===== src/rtl/counter_ctrl.sv =====
// Sequencer for an external 8-bit counter: loads a preset, enables counting
// up to a captured terminal value, then pulses done. Supports pause and abort.
module counter_ctrl (
  input  logic       clk,
  input  logic       rst,
  input  logic       start,
  input  logic [7:0] start_val,
  input  logic [7:0] stop_val,
  input  logic       pause,
  input  logic       abort,
  input  logic [7:0] cnt_in,
  output logic       cnt_load,
  output logic       cnt_en,
  output logic [7:0] cnt_data,
  output logic       busy,
  output logic       done,
  output logic [7:0] remaining
);

  typedef enum logic [1:0] {
    IDLE  = 2'd0,
    LOAD  = 2'd1,
    COUNT = 2'd2,
    DONE  = 2'd3
  } state_t;

  state_t     state;
  logic [7:0] start_reg;
  logic [7:0] stop_reg;
  logic       at_stop;

  assign at_stop = (cnt_in == stop_reg);

  // NOTE: sequential state uses <= only; the synchronous reset is the first
  // branch so it overrides start, abort and every transition.
  always_ff @(posedge clk) begin
    if (rst) begin
      state     <= IDLE;
      start_reg <= 8'd0;
      stop_reg  <= 8'd0;
    end else begin
      unique case (state)
        IDLE: begin
          // abort in IDLE wins over start
          if (start && !abort) begin
            state     <= LOAD;
            start_reg <= start_val;
            stop_reg  <= stop_val;
          end
        end
        LOAD:    state <= abort ? IDLE : COUNT;
        COUNT: begin
          if (abort)        state <= IDLE;
          else if (at_stop) state <= DONE;
        end
        DONE:    state <= IDLE;
        default: state <= IDLE;
      endcase
    end
  end

  // Strobes depend on live pause/abort/cnt_in, so they are decoded here;
  // rst gates every output low while it is held.
  // NOTE: every output gets a default before the case so no latch is inferred.
  always_comb begin
    cnt_load  = 1'b0;
    cnt_en    = 1'b0;
    cnt_data  = 8'd0;
    busy      = 1'b0;
    done      = 1'b0;
    remaining = 8'd0;
    if (!rst) begin
      cnt_data = start_reg;
      busy     = (state != IDLE);
      unique case (state)
        LOAD:  cnt_load = !abort;
        COUNT: begin
          cnt_en    = !pause && !abort && !at_stop;
          remaining = stop_reg - cnt_in;
        end
        DONE:  done = 1'b1;
        default: ;
      endcase
    end
  end

endmodule

===== config.mk =====
export PLATFORM = sky130hd
export DESIGN_NAME = counter_ctrl
export DESIGN_NICKNAME = d
export VERILOG_FILES = /design/src/rtl/counter_ctrl.sv
export SDC_FILE = /design/constraint.sdc
export NUM_CORES = 1
export LEC_CHECK = 0
export BUFFER_PORTS_ARGS = -buffer_cell sky130_fd_sc_hd__buf_2
export CAP_MARGIN = 5
export CORE_ASPECT_RATIO = 0.7
export CORE_UTILIZATION = 46
export DETAILED_ROUTE_END_ITERATION = 10
export GPL_ROUTABILITY_DRIVEN = 0
export GPL_TIMING_DRIVEN = 0
export HOLD_SLACK_MARGIN = 0.02
export MAX_ROUTING_LAYER = met4
export PLACE_DENSITY = 0.84
export SYNTH_ARGS = -nofsm -noshare
export SYNTH_HDL_FRONTEND = slang
export SYNTH_SLANG_ARGS = --single-unit

===== constraint.sdc =====
create_clock -name clk -period 2.1 [get_ports clk]
set_clock_uncertainty 0.2 [all_clocks]
set_input_delay 0.105 -clock clk [delete_from_list [all_inputs] [get_ports clk]]
set_output_delay 0.105 -clock clk [all_outputs]
set_load 0.02 [all_outputs]

Yosys cells after proc, flatten, opt, wreduce, memory -nomap -nowiden --
Cells that the tools add are included. Widths: inputs -> output; s select.
Storage, ports and cells: bits in registers 18, output and inout port bits 20, logic and storage cells 35
Cells by class: add/subtract/negate cells 1, eq/ne operators 6, muxes and demuxes 15, reductions and logical operators 10
Operators with widths (count):
- $mux 8 | 3
- $eq 8x8->1 | 1
- $mux 2 | 4
- $pmux 2 s4 | 1
- $sub 8x8->8 | 1
- $mux 1 | 7
- $eq 2x2->1 const B | 2
- $reduce_and 2->1 | 2
- $logic_and 1x1->1 | 3
- $logic_not 1->1 | 3
- $ne 3x3->1 const B | 1
- $eq 2x1->1 const B | 1
- $logic_not 2->1 | 1
- $ne 2x2->1 const B | 1
- $reduce_bool 2->1 | 1

Depth between registers and ports, before layout --
Gate-level depths: netlist of run 1.
depth in word-level cells 5, gate-level depth with buffers 8, depth with buffers taken out 8

Worst setup path before layout of run 1 --
OpenSTA, ideal clock, no wires.
path kind register to output, start register stop_reg[2], end output remaining[7], arrival time 1.815 ns, required time 1.795 ns, path slack -0.020 ns, stages on the path, launching flop included 6, path buffers 0, cells stage by stage dfxtp_1 ha_1 a21oi_1 a21oi_1 or4_1 a21oi_1
Between the ends: longest elaborated chain between the ends 3
Ends and longest elaborated chain:
- from (decl) | line 29 | logic [7:0] stop_reg;
- from (signal assigned) | line 48 | stop_reg <= stop_val;
- $sub 8x8->8 | line 79 | remaining = stop_reg - cnt_in;
- $mux 8 | line 75 | unique case (state)
- $mux 8 | line 72 | if (!rst) begin
- to (decl) | line 17 | output logic [7:0] remaining
No other way between the ends.

Worst setup path after layout of run 1 --
start register stop_reg[4], end output remaining[7]
Same word-level chain as after synthesis.

==> run summary, run 1 <==
unrepaired setup endpoints after global routing - true
Die Y - 43.4 microns
Clock Path Buffers - 2
peak supply drop - 0.521 mV
vias in the first global route - 1435
share of cells above drive strength 1 - 38.5%
Min-Delay Path Class - in -> reg
CP delay by family, top - simple AND/OR/NAND/NOR gates
Vias/cell - 5.75
antenna diode instance count - 0
die area - 0.00265 sq mm
power share of the combinational group - 30.3%
post-synthesis net count - 192
Hold Fails Final Rpt - 0
syn avg cell area - 7.30 sq um
Pins Over Slew Limit - 0
antenna viol nets, final - 0
via count - 1513
P_int - 589 uW
Mapped Cells - 154
CTS tree - done
drt first pass iters - 5
Num CTS Buffers - 3
pwr/cell area - 463 mW/mm^2
critical path capture point type - output port
switching power - 267 uW
number of DRC markers in iteration 0 - 184
Ports - 49
first-pass GRT wire length - 6350 microns
Primary FF master, synth - dfxtp_1
DP HPWL - 2290 microns
Routed Wire Length - 4450 microns
Core Util, Final - 83.2%
Area after DPL - 0.00141 sq mm
part of the Yosys area used for sequential elements - 32.1%
Async S/R FF share, synth - 0%
wire per inst - 16.9 microns
YS warnings - 0
number of synthesized flops with an enable pin - 0
WP data required - 1.79 ns
Worst Path Arrival - 2.01 ns
Seq pwr share - 43.2%
hold_ws - 0.174 ns
Worst-Margin Slew - 0.526 ns
Final min period - 2.32 ns
setup_tns - -0.487 ns
Clk Latency, worst-skew pair - 0.32 ns
leakage - 0.000806 uW
CP peak stage delay - 0.50 ns
pin count of the biggest net entering global routing - 11
total grt overflow - 0
Crit Path Category - reg -> out
Mapped Area - 0.00112 sq mm
Die Wd - 61.1 microns
gr usage total - 34.2%
worst setup margin - -0.218 ns
Rows - 14
Starting Density - 50.5%
Max-Cap Viols - 0
Final setup viols - 5
Max stage delay cell, worst path - or4_4
Slew headroom - 64.9%
initial antenna violation count - 0
CP max FO - 4
core area - 0.00222 sq mm
DP Worst Slack - -0.109 ns
DRC violations left - 0
clk slew on worst S/H paths - 0.12 ns
Cell Chain, Critical Path - ha_4, nand2_1, a21oi_1, or4_4, a21oi_2, buf_4
post-synth cell types - 31
final net count - 270
Fmax - 431 MHz
switching share of total power - 31.2%
status - finished, violations left
H-tree depth - 1
IO Port Bufs - 48
Seq cells post-synth - 18
Clk pwr share - 26.6%
WP buf/inv - 1
root buf cell - clkbuf_4
clock sink total - 18
design area - 0.00185 sq mm
CP startpoint kind - register
failing checks - setup timing
Final period util - 110%
area delta synth->final - 64.7%
## logic make-up after synthesis
| group | after synthesis | share of synthesized area [%] |
|---|---|---|
| AOI/OAI and AO/OA | 31 | 14.6 |
| xor gates and xnor gates | 3 | 2.34 |
| adders and majority gates | 9 | 10.7 |
| buffers and inverters | 15 | 5.12 |
| DFF | 18 | 32.1 |
| muxes | 1 | 0.891 |
| and+or+nand+nor | 77 | 34.3 |
## power groups by stage
stage | logic (uW) | registers (uW) | clock network, uW
floorplan | 107 | 372 | 0
global placement | 155 | 375 | 0
detailed placement | 164 | 376 | 0
CTS | 228 | 367 | 220
global route | 275 | 370 | 247
finish | 259 | 370 | 228
## worst reg2reg max path, delay by kind of cell, from the launching register on
family          cells  cell delay, ns
buf+inv             2            0.56
compound gates      1            0.18
flops               1            0.36
simple gates        2            0.62
## cells in the final DEF (no fill, tap or decap), types with 4 or more instances in the layout
master | synthesis | layout
a21oi_1 | 23 | 18
buf_2 | 1 | 45
buf_4 | 0 | 10
clkbuf_1 | 5 | 5
dfxtp_1 | 18 | 9
dfxtp_2 | 0 | 7
dlygate4sd3_1 | 0 | 18
ha_4 | 0 | 7
inv_1 | 9 | 7
nand2_1 | 36 | 36
nand2b_1 | 4 | 4
nor2_1 | 11 | 11
nor2b_1 | 8 | 8
## synthesized netlist by cell type, types with 3 or more instances
library cell,instances,area (sq um)
nor2b_1,8,50.1
nand2_1,36,135
a21oi_1,23,115
dfxtp_1,18,360
o21ai_0,4,20.0
nor2_1,11,41.3
ha_1,8,100
inv_1,9,33.8
nor3_1,3,15.0
nand2b_1,4,25.0
nand3b_1,3,22.5
clkbuf_1,5,18.8
## worst paths after layout
kind / from / endpoint / slack [ns] / cells past startpoint
min reg2reg: start_reg[6] / start_reg[6] / 0.26 / 2
min: rst / start_reg[4] / 0.17 / 3
max: stop_reg[4] / remaining[7] / -0.22 / 6
max reg2reg: state[1] / stop_reg[4] / 0.10 / 5
## area by class of cell
class                           count  area, sq um
Sequential cell                    18          377
Tap cell                           32         40.0
Clock buffer                        4         36.3
Multi-Input combinational cell    121          853
Fill cell                         123          374
Buffer                              5         18.8
Timing Repair Buffer               74          492
Inverter                            9         33.8
## metal layers
layer	global-route usage [%]	up-vias	routed length (microns)
met5	-	-	0
met4	14.5	0	280
met3	7.16	35	442
met2	56.1	130	2030
met1	40.4	676	1700
li1	-	672	-
## per-stage QoR
| stage | instances | total power, uW |
|---|---|---|
| 2_1_floorplan | 154 | 479 |
| 3_3_place_gp | 234 | 529 |
| 3_5_place_dp | 234 | 540 |
| 4_1_cts | 263 | 815 |
| 5_1_grt | 263 | 893 |
| 6_report | 263 | 856 |
## what timing repair did
action	4_1_cts	5_1_grt
resized for setup	37	6
pin swaps	11	4
hold buffers	18	0
hold endpoints to repair	18	0
endpoints found under the setup margin	4	15
buffers inserted	7	1
Power figures use the tool's default switching activity.
==> run 2, diff against run 1 <==
--- a/config.mk
+++ b/config.mk
@@ -15,6 +15,7 @@
 export HOLD_SLACK_MARGIN = 0.02
 export MAX_ROUTING_LAYER = met4
 export PLACE_DENSITY = 0.84
+export SKIP_CTS_REPAIR_TIMING = 1
 export SYNTH_ARGS = -nofsm -noshare
 export SYNTH_HDL_FRONTEND = slang
 export SYNTH_SLANG_ARGS = --single-unit
==> run summary, run 2 (same netlist as run 1, synthesis figures left out) <==
status - finished, violations left
failing checks - setup timing
die area - 0.00265 sq mm (unchanged)
Routed Wire Length - 4100 microns (-7.8%)
power share of the combinational group - 29.5% (-0.8 points)
wire per inst - 15.5 microns (-8.5%)
Pins Over Slew Limit - 0 (unchanged)
CTS tree - done
Die Y - 43.4 microns (unchanged)
P_int - 583 uW (-1.0%)
DRC violations left - 0 (unchanged)
vias in the first global route - 1102 (-23%)
core area - 0.00222 sq mm (unchanged)
total grt overflow - 0 (unchanged)
DP HPWL - 2290 microns (unchanged)
number of DRC markers in iteration 0 - 87 (-53%)
Die Wd - 61.1 microns (unchanged)
peak supply drop - 0.366 mV (-30%)
root buf cell - clkbuf_4
WP data required - 1.79 ns (about the same)
initial antenna violation count - 0 (unchanged)
final net count - 272 (+0.74%)
Final min period - 2.31 ns (-0.00472 ns)
Min-Delay Path Class - in -> reg
CP max FO - 6 (+2)
most frequent cells in the layout - buf_2 (45), nand2_1 (36), a21oi_1 (19), dlygate4sd3_1 (19)
CP startpoint kind - register
pwr/cell area - 452 mW/mm^2 (-2.3%)
H-tree depth - 1 (unchanged)
switching share of total power - 29.7% (-1.5 points)
Slew headroom - 69.2% (+4.3 points)
antenna diode instance count - 0 (unchanged)
Clk Latency, worst-skew pair - 0.30 ns (-0.02 ns)
IO Port Bufs - 48 (unchanged)
share of cells above drive strength 1 - 36.1% (-2.5 points)
Worst Path Arrival - 2.01 ns (about the same)
clk slew on worst S/H paths - 0.11 ns (about the same)
drt first pass iters - 4 (-1)
gr usage total - 24.3% (-9.9 points)
Clk pwr share - 26.1% (-0.5 points)
Seq pwr share - 44.5% (+1.3 points)
Final setup viols - 4 (-1)
commonest non-fill, non-tap cell in the layout - buf_2
Starting Density - 50.5% (unchanged)
Clock Path Buffers - 2 (unchanged)
worst setup margin - -0.213 ns (+0.00472 ns)
Fmax - 432 MHz (+0.20%)
setup_tns - -0.710 ns (-0.223 ns)
Core Util, Final - 82.4% (-0.79 points)
pin count of the biggest net entering global routing - 11 (unchanged)
Overall Power - 829 uW (-3.2%)
Rows - 14 (unchanged)
Vias/cell - 5.49 (-4.6%)
Worst-Margin Slew - 0.462 ns (-0.0646 ns)
critical path capture point type - output port
Crit Path Category - reg -> out
Final period util - 110% (-0.22 points)
clock sink total - 18 (unchanged)
leakage - 0.000811 uW (+0.60%)
via count - 1454 (-3.9%)
area delta synth->final - 63.1%
Max-Cap Viols - 0 (unchanged)
Num CTS Buffers - 3 (unchanged)
switching power - 246 uW (-8.0%)
Hold Fails Final Rpt - 0 (unchanged)
hold_ws - 0.163 ns (-0.0108 ns)
Ports - 49 (unchanged)
first-pass GRT wire length - 4600 microns (-28%)
antenna viol nets, final - 0 (unchanged)
unrepaired setup endpoints after global routing - true
[run 2: cell types whose count changed in the layout (fill, tap and decap cells not counted)]
cell / change
a21oi_1: +1
a21oi_4: -1
buf_4: +1
dfxtp_1: +2
dfxtp_2: -2
dlygate4sd3_1: +1
ha_1: +2
ha_4: -2
inv_1: +2
inv_2: -2
o21ai_1: -1
o21ai_2: +1
[run 2: final timing paths]
| path | startpoint | end | slack [ns] | cells after the start |
|---|---|---|---|---|
| worst min register to register | start_reg[1] | start_reg[1] | 0.26 | 2 |
| worst max register to register | state[1] | stop_reg[7] | 0.02 | 5 |
| worst min-delay path | rst | start_reg[1] | 0.16 | 3 |
| worst max-delay path | state[0] | remaining[6] | -0.21 | 5 |
[run 2: through the flow]
step | area [sq um] | setup WS [ns] | instances
CTS | 1440 | -0.462 | 238
global placement | 1410 | -0.0729 | 234
finish | 1830 | -0.213 | 265
detailed placement | 1410 | -0.109 | 234
global route | 1830 | -0.299 | 265
floorplan | 1130 | 0.0361 | 154
[run 2: routing by layer]
layer	share of wire (%)	wire length, microns	GRT usage (%)
met2	50	2040	40.9
met5	0	0	-
met3	6.9	285	6.27
met4	1.3	54	4.55
met1	42	1720	29.4
[run 2: worst max-delay path, cell delays in order, from the launching register on]
cell      delay [ns]
dfxtp_4         0.36
or3b_4          0.40
buf_6           0.14
or4b_1          0.47
o211ai_1        0.17
buf_4           0.16
[run 2: layout make-up]
cell class / instances / area (sq um)
multi-input combinational: 121 / 821
sequential: 18 / 374
buffer: 6 / 30.0
tap: 32 / 40.0
inverter: 9 / 33.8
fill: 132 / 392
timing repair buffer: 75 / 498
clock buffer: 4 / 36.3
[run 2: power groups by stage]
stage               logic [uW]  clock network (uW)  registers [uW]
floorplan                  107                   0             372
finish                     244                 216             368
CTS                        165                 220             368
global route               262                 235             370
global placement           155                   0             375
detailed placement         164                   0             376
==> run 3, diff against run 2 <==
==> constraint.sdc (replaced) <==
create_clock -name clk -period 2.1 [get_ports clk]
set_clock_uncertainty 0.2 [all_clocks]
set_input_delay 0.42 -clock clk [delete_from_list [all_inputs] [get_ports clk]]
set_output_delay 0.42 -clock clk [all_outputs]
set_load 0.02 [all_outputs]
==> run summary, run 3 (same netlist as run 1, synthesis figures left out) <==
status - finished, violations left
failing checks - setup timing
antenna diode instance count - 0 (unchanged)
Max stage delay cell, worst path - or4b_1
IO Port Bufs - 48 (unchanged)
Routed Wire Length - 4010 microns (-2.2%)
Seq pwr share - 44.5% (about the same)
clk slew on worst S/H paths - 0.11 ns (about the same)
H-tree depth - 1 (unchanged)
Final setup viols - 9 (+5)
# fillers - 166 (+26%)
number of DRC markers in iteration 0 - 89 (+2.3%)
final net count - 255 (-6.3%)
area delta synth->final - 56.5%
P_int - 572 uW (-1.9%)
Die Wd - 61.1 microns (unchanged)
Worst-Margin Slew - 0.469 ns (+0.00730 ns)
leakage - 0.000756 uW (-6.9%)
critical path capture point type - output port
pwr/cell area - 472 mW/mm^2 (+4.4%)
Worst Path Arrival - 2.07 ns (+0.06 ns)
antenna viol nets, final - 0 (unchanged)
share of cells above drive strength 1 - 45.4% (+9.3 points)
WP data required - 1.48 ns (-0.31 ns)
Vias/cell - 5.51 (+0.46%)
commonest non-fill, non-tap cell in the layout - buf_2
Die Y - 43.4 microns (unchanged)
switching share of total power - 31.1% (+1.4 points)
initial antenna violation count - 0 (unchanged)
Final min period - 2.69 ns (+0.376 ns)
Ports - 49 (unchanged)
peak supply drop - 0.419 mV (+14%)
Clk Latency, worst-skew pair - 0.30 ns (about the same)
Slew headroom - 68.7% (-0.49 points)
Pins Over Slew Limit - 0 (unchanged)
hold_ws - 0.142 ns (-0.0209 ns)
power share of the combinational group - 28.9% (-0.6 points)
Min-Delay Path Class - in -> reg
DRC violations left - 0 (unchanged)
Fmax - 372 MHz (-14%)
core area - 0.00222 sq mm (unchanged)
Crit Path Category - reg -> out
drt first pass iters - 4 (unchanged)
Num CTS Buffers - 3 (unchanged)
first-pass GRT wire length - 5090 microns (+11%)
wire per inst - 16.2 microns (+4.5%)
root buf cell - clkbuf_4
pin count of the biggest net entering global routing - 11 (unchanged)
vias in the first global route - 1218 (+11%)
Starting Density - 50.5% (unchanged)
Clock Path Buffers - 2 (unchanged)
worst setup margin - -0.589 ns (-0.376 ns)
Cell Chain, Critical Path - or3b_1, buf_6, or4b_1, o211ai_1, buf_4
clock sink total - 18 (unchanged)
gr usage total - 26.4% (+2.1 points)
most frequent cells in the layout - buf_2 (41), nand2_1 (35), a21oi_1 (19)
Overall Power - 830 uW (+0.15%)
switching power - 258 uW (+4.9%)
CTS tree - done
CP delay by family, top - simple AND/OR/NAND/NOR gates
Max-Cap Viols - 0 (unchanged)
unrepaired setup endpoints after global routing - true
CP peak stage delay - 0.48 ns (about the same)
Clk pwr share - 26.7% (+0.6 points)
CP startpoint kind - register
DP HPWL - 2300 microns (+0.31%)
Rows - 14 (unchanged)
WP buf/inv - 2 (unchanged)
total grt overflow - 0 (unchanged)
Final period util - 128% (+18 points)
die area - 0.00265 sq mm (unchanged)
Hold Fails Final Rpt - 0 (unchanged)
CP max FO - 4 (-2)
via count - 1367 (-6.0%)
-- run 3: cell types whose count changed in the layout (fill, tap and decap cells not counted), sizes merged --
cell and delta:
buf +2, dlygate4sd3 -19
-- run 3: layout make-up --
type	count	area (sq um)	share of cell area, %
buffer	6	32.5	1.85
clock buffer	4	36.3	2.06
inverter	9	36.3	2.06
multi-input combinational	121	887	50.5
sequential	18	382	21.7
tap	32	40.0	2.28
timing repair buffer	58	344	19.6
-- run 3: layer usage --
layer  up-vias  part of all wire (%)  global-route usage, %
met3         8                   7.6                   5.37
met4         0                   1.4                   4.55
met1       642                    44                   34.0
li1        649                     -                      -
met2        68                    47                   43.3
met5         -                     0                      -
-- run 3: worst register-to-register path, delay by kind of cell (launching register included) --
kind	cells	cell delay, ns
and+or+nand+nor	2	0.56
AOI/OAI and AO/OA	1	0.16
DFF	1	0.38
buffers and inverters	2	0.53
-- run 3: path summary, 6_finish.rpt --
check	start	endpoint	slack (ns)	cells past startpoint
setup / recovery	state[0]	remaining[6]	-0.59	5
hold / removal	stop_val[0]	stop_reg[0]	0.14	3
setup reg to reg	state[1]	stop_reg[4]	0.19	5
hold reg to reg	start_reg[5]	start_reg[5]	0.26	2
-- run 3: through the flow --
stage | std cells | area [sq um] | TNS [ns] | setup slack (ns) | util [%]
finish | 248 | 1760 | -2.63 | -0.589 | 79.0
CTS | 238 | 1490 | -2.92 | -0.625 | 67.0
global route | 248 | 1760 | -3.14 | -0.637 | 79.0
global placement | 234 | 1450 | -1.42 | -0.489 | 65.4
floorplan | 154 | 1170 | -0.734 | -0.284 | -
detailed placement | 234 | 1450 | -1.72 | -0.529 | 65.4
-- run 3: power groups by stage --
stage	clock [uW]	sequential, uW	combinational, uW
finish	221	369	240
global route	236	370	258
CTS	218	369	175
detailed placement	0	377	173
global placement	0	375	165
floorplan	0	373	116
